$ cat src/rtl/ota_bitstream_decimator.sv
// ota_bitstream_decimator
// Resynchronises the comparator bit, integrates it over 2^DEC_LOG2 enabled
// cycles and hands off a ones-density sample plus a transition count through
// a single-entry valid/ready holding register with a sticky overrun flag.
module ota_bitstream_decimator #(
  parameter int DEC_LOG2 = 7
) (
  input  logic                clk,
  input  logic                rst,
  input  logic                en,
  input  logic                cmp_in,
  output logic [DEC_LOG2:0]   out_sample,
  output logic [DEC_LOG2:0]   out_toggles,
  output logic                out_valid,
  input  logic                out_ready,
  output logic                overrun,
  output logic                busy
);
  localparam int SW = DEC_LOG2 + 1;
  localparam logic [DEC_LOG2-1:0] WIN_ONE  = DEC_LOG2'(1);
  localparam logic [DEC_LOG2-1:0] WIN_LAST = '1;

  logic                s1, s2, prev;
  logic                cmp_s, tog_s;
  logic [DEC_LOG2-1:0] win_cnt;
  logic [SW-1:0]       ones_acc, tog_acc;
  logic [SW-1:0]       ones_nxt, tog_nxt;
  logic                win_end;

  assign cmp_s    = s2;
  assign tog_s    = cmp_s ^ prev;
  assign ones_nxt = ones_acc + SW'(cmp_s);
  assign tog_nxt  = tog_acc + SW'(tog_s);
  assign win_end  = en && (win_cnt == WIN_LAST);
  assign busy     = (win_cnt != '0);

  // Two-flop synchroniser plus previous-bit register; free-running.
  always_ff @(posedge clk) begin
    if (rst) begin
      s1   <= 1'b0;
      s2   <= 1'b0;
      prev <= 1'b0;
    end else begin
      s1   <= cmp_in;
      s2   <= s1;
      prev <= cmp_s;
    end
  end

  // Window integrator; dropping en discards the partial window.
  always_ff @(posedge clk) begin
    if (rst || !en || win_end) begin
      win_cnt  <= '0;
      ones_acc <= '0;
      tog_acc  <= '0;
    end else begin
      win_cnt  <= win_cnt + WIN_ONE;
      ones_acc <= ones_nxt;
      tog_acc  <= tog_nxt;
    end
  end

  // Holding register: newest result wins, overrun is sticky until reset.
  always_ff @(posedge clk) begin
    if (rst) begin
      out_sample  <= '0;
      out_toggles <= '0;
      out_valid   <= 1'b0;
      overrun     <= 1'b0;
    end else if (win_end) begin
      out_sample  <= ones_nxt;
      out_toggles <= tog_nxt;
      out_valid   <= 1'b1;
      if (out_valid && !out_ready) overrun <= 1'b1;
    end else if (out_valid && out_ready) begin
      out_valid <= 1'b0;
    end
  end
endmodule

$ cat config.mk
export PLATFORM = sky130hd
export DESIGN_NAME = ota_bitstream_decimator
export DESIGN_NICKNAME = d
export VERILOG_FILES = /design/src/rtl/ota_bitstream_decimator.sv
export SDC_FILE = /design/constraint.sdc
export NUM_CORES = 1
export LEC_CHECK = 0
export BUFFER_PORTS_ARGS = -buffer_cell sky130_fd_sc_hd__buf_2
export CAP_MARGIN = 30
export CORE_UTILIZATION = 59
export CTS_CLUSTER_SIZE = 24
export DETAILED_ROUTE_END_ITERATION = 12
export GPL_ROUTABILITY_DRIVEN = 0
export HOLD_SLACK_MARGIN = 0.03
export MAX_ROUTING_LAYER = met4
export PLACE_DENSITY = 0.82
export REMOVE_ABC_BUFFERS = 1
export SYNTH_ARGS = -nofsm -noshare
export SYNTH_HDL_FRONTEND = slang
export SYNTH_SLANG_ARGS = --single-unit
$ cat constraint.sdc
create_clock -name clk -period 2.5 [get_ports clk]
set_clock_uncertainty 0.2 [all_clocks]
set_input_delay 0.125 -clock clk [delete_from_list [all_inputs] [get_ports clk]]
set_output_delay 0.125 -clock clk [all_outputs]
set_load 0.03 [all_outputs]
# Word-level counts from Yosys, hierarchy flattened
# Index checks and enable logic that the tools add are counted.
dict set report word_totals {
  regBits 44
  in_bits 5
  output_inout_bits 19
  word_cells 27
}
dict set report op_classes {
  add_sub_neg 3
  eq_ne 1
  mux 2
  bitwise_logic 1
  n_reduce_logical 10
}
# op count
set ops {}
lappend ops {{$add 8x1->8} 2}
lappend ops {{$add 7x1->7 const B} 1}
lappend ops {{$eq 7x7->1 const B} 1}
lappend ops {{$reduce_bool 7->1} 1}
lappend ops {{$logic_and 1x1->1} 3}
lappend ops {{$logic_not 1->1} 2}
lappend ops {{$logic_or 1x1->1} 2}
lappend ops {{$mux 1} 2}
lappend ops {{$reduce_and 2->1} 1}
lappend ops {{$reduce_bool 2->1} 1}
lappend ops {{$xor 1x1->1} 1}

# Logic depth before layout (Yosys ltp)
# Gate-level depths: netlist of run 1.
dict set report depth {
  ltp_word 3
  depth_mapped 6
  depth_no_buf 6
}

# Least setup slack after synthesis of run 1
# No wires, ideal clock.
dict set report synth_timing {
  path_kind {reg2reg}
  start {register s2, in the netlist cmp_s}
  end {register out_toggles[4]}
  setup_ns 0.081
  arrival_ns 1.313
  required_time_ns 2.219
  path_slack_ns 0.907
  stages_incl_launch_ff 7
  n_path_buf 0
  cell_sequence {dfxtp_1 -> xor2_1 -> ha_1 -> ha_1 -> nand3_1 -> xor2_1 -> a211oi_2}
}
dict set report synth_between {
  elab_chain_cells 2
}
# element line_no
set synth_rtl {}
lappend synth_rtl {{start, declared} 23} ;# logic s1, s2, prev;
lappend synth_rtl {{start signal, assigned} 41} ;# s2 <= 1'b0;
lappend synth_rtl {{start signal, assigned} 45} ;# s2 <= s1;
lappend synth_rtl {{$xor 1x1->1} 31} ;# assign tog_s = cmp_s ^ prev;
lappend synth_rtl {{$add 8x1->8} 33} ;# assign tog_nxt = tog_acc + SW'(tog_s);
lappend synth_rtl {{end signal, assigned} 72} ;# out_toggles <= tog_nxt;
lappend synth_rtl {{end, declared} 13} ;# output logic [DEC_LOG2:0] out_toggles,
# No other way between the ends.
# A chain may end at the register's enable or synchronous reset.

# Worst setup path after layout of run 1
dict set report layout_timing {
  start {register win_cnt[0]}
  end {register ones_acc[4]}
}
dict set report layout_between {
  elab_chain_cells 3
}
# element line_no
set layout_rtl {}
lappend layout_rtl {{start, declared} 25} ;# logic [DEC_LOG2-1:0] win_cnt;
lappend layout_rtl {{start signal, assigned} 57} ;# win_cnt <= win_cnt + WIN_ONE;
lappend layout_rtl {{$eq 7x7->1} 34} ;# assign win_end = en && (win_cnt == WIN_LAST);
lappend layout_rtl {{$logic_and 1x1->1} 34}
lappend layout_rtl {{$logic_or 1x1->1} 52} ;# if (rst || !en || win_end) begin
lappend layout_rtl {{end signal, assigned} 58} ;# ones_acc <= ones_nxt;
lappend layout_rtl {{end, declared} 26} ;# logic [SW-1:0] ones_acc, tog_acc;
# No other way between the ends.

==> qor.txt, run 1 <==
Outcome: finished, final reports clean
Synthesis-stage register bit count: 44
GRT overflow: 0
CTS H-tree depth: 2
CTS Buffer Depth: 2
Fillers: 223
Mapped Area: 0.001730 mm^2
Most frequent cells in the layout: dfxtp_1, nor2_1, buf_2
Maximum VDD drop: 0.0006441 V
Max-slew violations: 0
Clk slew on worst S/H paths: 0.12 ns
Most common cell after layout, fill and taps aside: dfxtp_1
Non-filler cells, final: 232
Sink Count: 44
Design Power: 1.105 mW
TritonCTS clock tree: built
Post-synth EDFFs: 0
Lkg Pwr: 0.7904 nW
Layout cell share with drive strength beyond 1: 24.38%
Total wire length: 2815 um
CTS buffer count: 5
Core area: 0.002758 mm^2
Drc violations: 0
Count of cell types in the netlist: 24
RR Endpoint: ones_acc[4]$_SDFF_PP0_
WL/cell: 12.13 um
Rel. slew slack: 77.28%
Pint: 0.8560 mW
Max_cap viols: 0
Initial antenna violation count: 0
Final-report hold violation count: 0
Cells along the critical path: ha_1, and3_1, nand4_1, nand3b_1, buf_4, nor2_1
Max stage delay on crit path: 0.40 ns
Arr. time, crit path: 1.93 ns
Syn_area_per_cell: 10.12 um^2
Rows: 19
Synthesis-to-finish area growth: 12.58%
Crit path required time: 2.54 ns
Detailed placer's ending HPWL: 2000 um
Port bufs: 23
Dominant cell type by area after synthesis: dfxtp_1
DIE AREA: 0.003153 mm^2
CP Buf/Inv Count: 1
Starting Density: 62.75%
ANT cells: 0
Utilization after layout: 70.64%
DR pass1 iterations: 4
ANT nets after route: 0
Worst-skew pair later-pin latency: 0.34 ns
Number of global-route vias before repair: 1200
Slowest-stage cell, CP: dfxtp_1
WHS: 0.04392 ns
Startpoint types: register
Hold endpoint: tog_acc[0]$_SDFF_PP0_
First-pass GRT wire length: 5016 um
Initial DRC Count: 25
Fin crit period: 1.890 ns
Root buffer cell: clkbuf_4
Clock power frac: 32.4%
Worst-path maximum fanout: 15
Critical path's top delay family: simple AND/OR/NAND/NOR gates
Power Density: 567.2 mW/mm^2
Reg2reg start: win_cnt[0]$_SDFF_PP0_
YS warnings: 0
Prevailing post-synth register cell: dfxtp_1
Hold Crit Start: en
CP startpoint: win_cnt[0]$_SDFF_PP0_
Yosys top cell area share: 50.90%
Crit path kind: register to register
Final setup violating endpoints: 0
Final period util: 75.61%
Sum of negative setup slack: 0 ns
Cells after DPL: 222
Largest net degree at the start of global routing: 22
FFs w/ async S/R, synth: 0%
Via density: 5.216
Mapped Cells: 171
Tot GR Track Use: 21.42%
Sw Share: 22.54%
Internal reg-to-reg setup slack: 0.61 ns
Post-CTS Setup Repair Bufs: 0
Chip Width: 56.16 um
# nets final: 212
Fmax: 0.5290 GHz
Synth area leaders: dfxtp_1, nor2_1, a211oi_2
Vias: 1210
Sequential share of power: 64.1%
Hold WC Path Type: primary input to register
Top Ports: 24
Worst hold stages: 3
Die Y: 56.16 um
CP Capture Type: register
Psw: 0.2491 mW
Unrepaired setup endpoints after global routing: no
R2R depth: 6
Sequential element share of the synthesized area: 50.90%
Comb power frac: 3.4%
Least-Margin Pin Slew: 0.3398 ns
final cells by class:
type / count / area (um^2) / share of cell area (%)
multi-input cells: 112 / 767.0 / 39.37
clock inverters: 2 / 15.01 / 0.7707
well taps: 31 / 38.79 / 1.991
flip-flops and latches: 44 / 880.8 / 45.22
clock buffers: 6 / 51.30 / 2.633
inverters: 8 / 30.03 / 1.541
repair buffers: 29 / 165.2 / 8.478
registers in the layout, indices dropped and copies added, names as in the netlist:
signal and cells:
tog_acc 8, out_sample 8, out_toggles 8, s1 1
ones_acc 8, cmp_s 1, overrun 1, out_valid 1
prev 1, win_cnt 7
synth_stat cells (3+ instances only):
cell type,number
dfxtp_1,44
nor2_1,43
a211oi_2,12
xor2_1,11
inv_1,8
ha_1,7
nand3_1,7
xnor2_1,6
mux2i_1,4
nand2_1,4
buf_4,3
nand4_1,3
nor2b_1,3
cells by family (layout without fill, tap and decap cells):
kind of cell               after synthesis  in the layout  share of synthesized area [%]
and+or+nand+nor                         69             69                          18.66
DFF                                     44             44                          50.90
xor gates and xnor gates                17             17                          8.604
AOI/OAI and AO/OA                       15             15                          9.688
buffers and inverters                   15             45                          4.772
adders and majority gates                7              7                          5.061
muxes                                    4              4                          2.314
worst min-delay path, delay by kind of cell:
kind,cells,cell delay [ns]
buffers and inverters,1,0.11
AND/OR/NAND/NOR,2,0.33
layer usage:
layer | wire length (um) | up-vias | global-route usage, %
met5 | 0 | - | -
met4 | 52 | 0 | 12.20
met3 | 70 | 8 | 4.884
met2 | 1358 | 17 | 36.05
met1 | 1333 | 566 | 23.15
li1 | - | 619 | -
through the flow:
| step | worst slack [ns] | instance area [um^2] |
|---|---|---|
| 2_1_floorplan | 0.3868 | 1678 |
| 3_3_place_gp | 0.7200 | 1862 |
| 3_5_place_dp | 0.6461 | 1862 |
| 4_1_cts | 0.6118 | 1948 |
| 5_1_grt | 0.4818 | 1948 |
| 6_report | 0.6097 | 1948 |
power by group through the flow:
stage	logic, mW	clock network, mW	registers, mW
floorplan	0.0173	0	0.723
global placement	0.0343	0	0.724
detailed placement	0.0359	0	0.724
CTS	0.0383	0.371	0.709
global route	0.0431	0.399	0.710
finish	0.0380	0.358	0.709
what timing repair did:
| item | 4_1_cts | 5_1_grt |
|---|---|---|
| hold buffers | 2 | 0 |
| gates resized for setup | 0 | 0 |
| hold endpoints to repair | 3 | 0 |
worst max-delay path by stage:
stage                                 end  cells past startpoint
2_1_floorplan  out_sample[0]$_SDFFE_PP0P_                      5
3_3_place_gp       ones_acc[4]$_SDFF_PP0_                      6
3_5_place_dp        win_cnt[2]$_SDFF_PP0_                      6
4_1_cts             win_cnt[2]$_SDFF_PP0_                      6
5_1_grt            ones_acc[4]$_SDFF_PP0_                      6
6_report           ones_acc[4]$_SDFF_PP0_                      6
(Power assumes the default switching activity.)
==> run 2, diff against run 1 <==
--- a/config.mk
+++ b/config.mk
@@ -7,13 +7,13 @@
 export LEC_CHECK = 0
 export BUFFER_PORTS_ARGS = -buffer_cell sky130_fd_sc_hd__buf_2
 export CAP_MARGIN = 30
-export CORE_UTILIZATION = 59
+export CORE_UTILIZATION = 55
 export CTS_CLUSTER_SIZE = 24
 export DETAILED_ROUTE_END_ITERATION = 12
 export GPL_ROUTABILITY_DRIVEN = 0
 export HOLD_SLACK_MARGIN = 0.03
 export MAX_ROUTING_LAYER = met4
-export PLACE_DENSITY = 0.82
+export PLACE_DENSITY = 0.77
 export REMOVE_ABC_BUFFERS = 1
 export SYNTH_ARGS = -nofsm -noshare
 export SYNTH_HDL_FRONTEND = slang
==> constraint.sdc (replaced) <==
create_clock -name clk -period 1.8 [get_ports clk]
set_clock_uncertainty 0.2 [all_clocks]
set_input_delay 0.09 -clock clk [delete_from_list [all_inputs] [get_ports clk]]
set_output_delay 0.09 -clock clk [all_outputs]
set_load 0.03 [all_outputs]
==> qor.txt, run 2 (synthesized netlist as in run 1, its figures left out) <==
Psw: 0.3305 mW (+33%)
Crit path required time: 1.88 ns (-0.66 ns)
Sequential share of power: 63.1% (-1.0 points)
Total wire length: 3162 um (+12%)
Worst-skew pair later-pin latency: 0.36 ns (+0.02 ns)
Maximum VDD drop: 0.0005685 V (-12%)
Rel. slew slack: 77.57% (+0.29 points)
Power Density: 748.7 mW/mm^2 (+32%)
DR pass1 iterations: 5 (+1)
TritonCTS clock tree: built
Fin crit period: 1.707 ns (-0.1838 ns)
GRT overflow: 0 (unchanged)
Root buffer cell: clkbuf_4
Final-report hold violation count: 0 (unchanged)
Final setup violating endpoints: 0 (unchanged)
CP Capture Type: register
Initial DRC Count: 112 (+350%)
Rows: 19 (unchanged)
Multi-input gate area: 769.5 um^2 (+0.33%)
Clock power frac: 32.9% (+0.5 points)
Pint: 1.228 mW (+43%)
Comb power frac: 4.0% (+0.6 points)
CTS Buffer Depth: 2 (unchanged)
CTS buffer count: 5 (unchanged)
Port bufs: 23 (unchanged)
Least-Margin Pin Slew: 0.3365 ns (-0.003335 ns)
Max-slew violations: 0 (unchanged)
Fillers: 224 (+0.45%)
Arr. time, crit path: 1.79 ns (-0.14 ns)
Synthesis-to-finish area growth: 20.32%
CTS H-tree depth: 2 (unchanged)
Register area: 884.6 um^2 (+0.43%)
ANT cells: 0 (unchanged)
Max_cap viols: 0 (unchanged)
WL/cell: 12.80 um (+5.5%)
Fmax: 0.5860 GHz (+11%)
Starting Density: 60.16% (-2.6 points)
Lkg Pwr: 0.8404 nW (+6.3%)
Clk slew on worst S/H paths: 0.11 ns (about the same)
Core area: 0.002877 mm^2 (+4.3%)
Crit path kind: register to register
Utilization after layout: 72.38% (+1.7 points)
Startpoint types: register
Vias: 1236 (+2.1%)
Hold WC Path Type: register to register
Chip Width: 58.09 um (+3.4%)
Sum of negative setup slack: 0 ns (unchanged)
Die Y: 58.09 um (+3.4%)
Outcome: finished, final reports clean
First-pass GRT wire length: 4830 um (-3.7%)
Top Ports: 24 (unchanged)
Number of global-route vias before repair: 1120 (-6.7%)
Via density: 5.004 (-4.1%)
DIE AREA: 0.003374 mm^2 (+7.0%)
Most frequent cells in the layout: nor2_1, dfxtp_1, buf_2
Final period util: 94.81% (+19 points)
Largest net degree at the start of global routing: 31 (+41%)
ANT nets after route: 0 (unchanged)
Worst-path maximum fanout: 3 (-12)
Sw Share: 21.20% (-1.3 points)
Most common cell after layout, fill and taps aside: nor2_1
Drc violations: 0 (unchanged)
Tot GR Track Use: 19.95% (-1.5 points)
# nets final: 217 (+2.4%)
Initial antenna violation count: 0 (unchanged)
Sink Count: 44 (unchanged)
Layout cell share with drive strength beyond 1: 26.83% (+2.5 points)
Unrepaired setup endpoints after global routing: no
Detailed placer's ending HPWL: 2000 um (about the same)
## run 2: cell types whose count changed in the layout (fill, tap and decap cells not counted), moves of 2 or more
cell	before	now
buf_12	0	3
buf_4	4	2
clkbuf_16	0	2
clkinvlp_4	2	0
dfxtp_1	44	41
dfxtp_2	0	3
dlygate4sd3_1	2	4
## run 2: metrics by stage
step	instances	hold slack (ns)	setup WS (ns)	total power [mW]	area (um^2)
after CTS	244	0.2520	0.05381	1.574	2006
after floorplan	164	-0.04535	-0.3132	1.029	1678
after detailed placement	233	0.1394	0.07207	1.060	1901
final	247	0.2420	0.09344	1.559	2082
after global routing	247	0.2571	0.002413	1.616	2082
after global placement	233	0.09830	0.1410	1.058	1901
## run 2: final cells by class
cell class | instances | area share [%]
Sequential cell | 44 | 42.49
Inverter | 8 | 1.442
Timing Repair Buffer | 34 | 13.46
Tap cell | 42 | 2.524
Multi-Input combinational cell | 112 | 36.96
Clock buffer | 7 | 3.125
## run 2: critical path, cell delays in order (launching register included)
cell and delay (ns):
dfxtp_2 0.36, xor2_1 0.22, ha_1 0.19, ha_1 0.20, nand3_1 0.10, xor2_1 0.17
a211oi_2 0.21
## run 2: worst paths after layout
kind / cells past startpoint / from / slack (ns) / to
min: 1 / win_cnt[0]$_SDFF_PP0_ / 0.24 / win_cnt[0]$_SDFF_PP0_
max reg2reg: 6 / cmp_s$_SDFF_PP0_ / 0.09 / out_toggles[4]$_SDFFE_PP0P_
min reg2reg: 1 / win_cnt[0]$_SDFF_PP0_ / 0.24 / win_cnt[0]$_SDFF_PP0_
max: 6 / cmp_s$_SDFF_PP0_ / 0.09 / out_toggles[4]$_SDFFE_PP0P_
## run 2: metal layers
layer | wire length (um) | up-vias | share of wire [%] | track usage (%)
li1 | - | 632 | - | -
met2 | 1534 | 23 | 49 | 30.21
met1 | 1475 | 575 | 47 | 24.40
met4 | 55 | 0 | 1.7 | 9.184
met3 | 96 | 6 | 3.0 | 6.027
met5 | 0 | - | 0 | -
## run 2: timing repair
| action | 4_1_cts | 5_1_grt |
|---|---|---|
| setup endpoints to repair | 0 | 15 |
| setup buffers | 0 | 1 |
| hold buffers | 4 | 0 |
| endpoints found under the hold margin | 35 | 0 |
| gates resized for setup | 0 | 4 |
## run 2: power groups by stage
| stage | clock, mW | combinational [mW] | sequential (mW) |
|---|---|---|---|
| 2_1_floorplan | 0 | 0.0240 | 1.00 |
| 3_3_place_gp | 0 | 0.0525 | 1.01 |
| 3_5_place_dp | 0 | 0.0545 | 1.01 |
| 4_1_cts | 0.530 | 0.0612 | 0.984 |
| 5_1_grt | 0.562 | 0.0678 | 0.986 |
| 6_report | 0.513 | 0.0619 | 0.984 |
==> run 3, diff against run 2 <==
--- a/config.mk
+++ b/config.mk
@@ -13,7 +13,7 @@
 export GPL_ROUTABILITY_DRIVEN = 0
 export HOLD_SLACK_MARGIN = 0.03
 export MAX_ROUTING_LAYER = met4
-export PLACE_DENSITY = 0.77
+export PLACE_DENSITY_LB_ADDON = 0.25
 export REMOVE_ABC_BUFFERS = 1
 export SYNTH_ARGS = -nofsm -noshare
 export SYNTH_HDL_FRONTEND = slang
==> qor.txt, run 3 (synthesized netlist as in run 1, its figures left out) <==
Outcome: finished, final reports clean
Worst path depth: 6 (unchanged)
Fillers: 202 (-9.8%)
CP Buf/Inv Count: 0 (unchanged)
Total wire length: 3325 um (+5.2%)
Largest net degree at the start of global routing: 31 (unchanged)
ANT nets after route: 0 (unchanged)
Root buffer cell: clkbuf_4
Critical path's top delay family: flip-flops
Final period util: 95.43% (+0.62 points)
Max-slew violations: 0 (unchanged)
Port bufs: 23 (unchanged)
Final setup violating endpoints: 0 (unchanged)
Crit path required time: 1.89 ns (about the same)
Worst setup slack after layout: 0.08226 ns (-0.01118 ns)
Cells along the critical path: xor2_2, ha_1, ha_1, nand3_1, xor2_2, a211oi_2
Worst-path maximum fanout: 3 (unchanged)
Via density: 5.137 (+2.7%)
Hold WC Path Type: register to register
Multi-input gate area: 794.5 um^2 (+3.3%)
Number of global-route vias before repair: 1240 (+11%)
Max_cap viols: 0 (unchanged)
CTS Buffer Depth: 2 (unchanged)
Lkg Pwr: 0.8509 nW (+1.2%)
Fin crit period: 1.718 ns (+0.01118 ns)
Crit path kind: register to register
Initial DRC Count: 87 (-22%)
Rows: 19 (unchanged)
Reg2reg start: cmp_s$_SDFF_PP0_
First-pass GRT wire length: 5306 um (+9.9%)
Max stage delay on crit path: 0.38 ns (+0.02 ns)
Most common cell after layout, fill and taps aside: nor2_1
Die Y: 58.09 um (unchanged)
GRT overflow: 0 (unchanged)
Slowest-stage cell, CP: dfxtp_2
Most frequent cells in the layout: nor2_1, dfxtp_1, buf_2
Maximum VDD drop: 0.0005727 V (+0.74%)
CTS H-tree depth: 2 (unchanged)
# nets final: 217 (unchanged)
Synthesis-to-finish area growth: 22.63%
DIE AREA: 0.003374 mm^2 (unchanged)
DR pass1 iterations: 4 (-1)
Drc violations: 0 (unchanged)
Post-CTS Setup Repair Bufs: 0 (unchanged)
Initial antenna violation count: 0 (unchanged)
Fin area: 0.002122 mm^2 (+1.9%)
Internal reg-to-reg setup slack: 0.08 ns (about the same)
ANT cells: 0 (unchanged)
Placed inst area: 0.001901 mm^2 (unchanged)
Least-Margin Pin Slew: 0.3268 ns (-0.009643 ns)
Layout cell share with drive strength beyond 1: 27.67% (+0.84 points)
Top Ports: 24 (unchanged)
Chip Width: 58.09 um (unchanged)
Place WS: 0.05782 ns (-0.01425 ns)
Sink Count: 44 (unchanged)
Register area: 884.6 um^2 (unchanged)
Starting Density: 60.16% (unchanged)
Critical Path End: out_toggles[4]$_SDFFE_PP0P_
CP startpoint: cmp_s$_SDFF_PP0_
RR Endpoint: out_toggles[4]$_SDFFE_PP0P_
Worst-skew pair later-pin latency: 0.36 ns (about the same)
CP Capture Type: register
CTS buffer count: 5 (unchanged)
Sum of negative setup slack: 0 ns (unchanged)
Fmax: 0.5822 GHz (-0.65%)
Tot GR Track Use: 21.36% (+1.4 points)
Vias: 1274 (+3.1%)
Rel. slew slack: 78.14% (+0.57 points)
Arr. time, crit path: 1.80 ns (about the same)
Clk slew on worst S/H paths: 0.13 ns (+0.02 ns)
TritonCTS clock tree: built
Final-report hold violation count: 0 (unchanged)
Power Density: 807.3 mW/mm^2 (+7.8%)
WL/cell: 13.41 um (+4.7%)
Detailed placer's ending HPWL: 2113 um (+5.7%)
Startpoint types: register
Core area: 0.002877 mm^2 (unchanged)
R2R depth: 6 (unchanged)
Design Power: 1.713 mW (+9.9%)
[run 3: worst min path at each step]
stage	startpoint	endpoint	slack [ns]	depth (start not counted)
floorplan	rst	out_sample[2]$_SDFFE_PP0P_	-0.05	1
CTS	s1$_SDFF_PP0_	cmp_s$_SDFF_PP0_	0.25	1
detailed placement	cmp_in	s1$_SDFF_PP0_	0.10	2
global placement	cmp_in	s1$_SDFF_PP0_	0.10	2
finish	s1$_SDFF_PP0_	cmp_s$_SDFF_PP0_	0.24	1
global route	s1$_SDFF_PP0_	cmp_s$_SDFF_PP0_	0.24	1
[run 3: repair_timing]
action                     CTS  global route
gates resized for setup      0             7
hold endpoints to repair    35             0
setup endpoints to repair    0            12
hold buffers                 5             0
[run 3: worst register-to-register path, stage by stage, from the launching register on]
cell and delay, ns:
dfxtp_2 0.38, xor2_2 0.18, ha_1 0.17, ha_1 0.20, nand3_1 0.13, xor2_2 0.17
a211oi_2 0.21
[run 3: where the power goes]
group	total (mW)	internal, mW	switching [mW]
registers	0.986	0.981	0.00570
logic	0.0637	0.0278	0.0358
clock network	0.663	0.333	0.330
[run 3: through the flow]
| stage | utilization (%) | std cells | hold slack (ns) |
|---|---|---|---|
| after detailed placement | 66.07 | 233 | 0.1040 |
| final | 73.77 | 248 | 0.2379 |
| after floorplan | - | 164 | -0.04535 |
| after CTS | 70.94 | 246 | 0.2454 |
| after global routing | 73.77 | 248 | 0.2431 |
| after global placement | 66.07 | 233 | 0.1017 |
[run 3: area by class of cell]
| cell class | instances | area share, % |
|---|---|---|
| tap | 42 | 2.476 |
| timing repair buffer | 34 | 12.74 |
| clock buffer | 6 | 2.417 |
| inverter | 8 | 1.415 |
| clock inverter | 2 | 1.828 |
| multi-input combinational | 112 | 37.44 |
| sequential | 44 | 41.69 |
[run 3: layer usage]
metal,share of wire [%],track usage (%)
met2,51,35.96
met3,3.3,7.143
met5,0,-
met4,0.75,8.503
met1,45,23.13
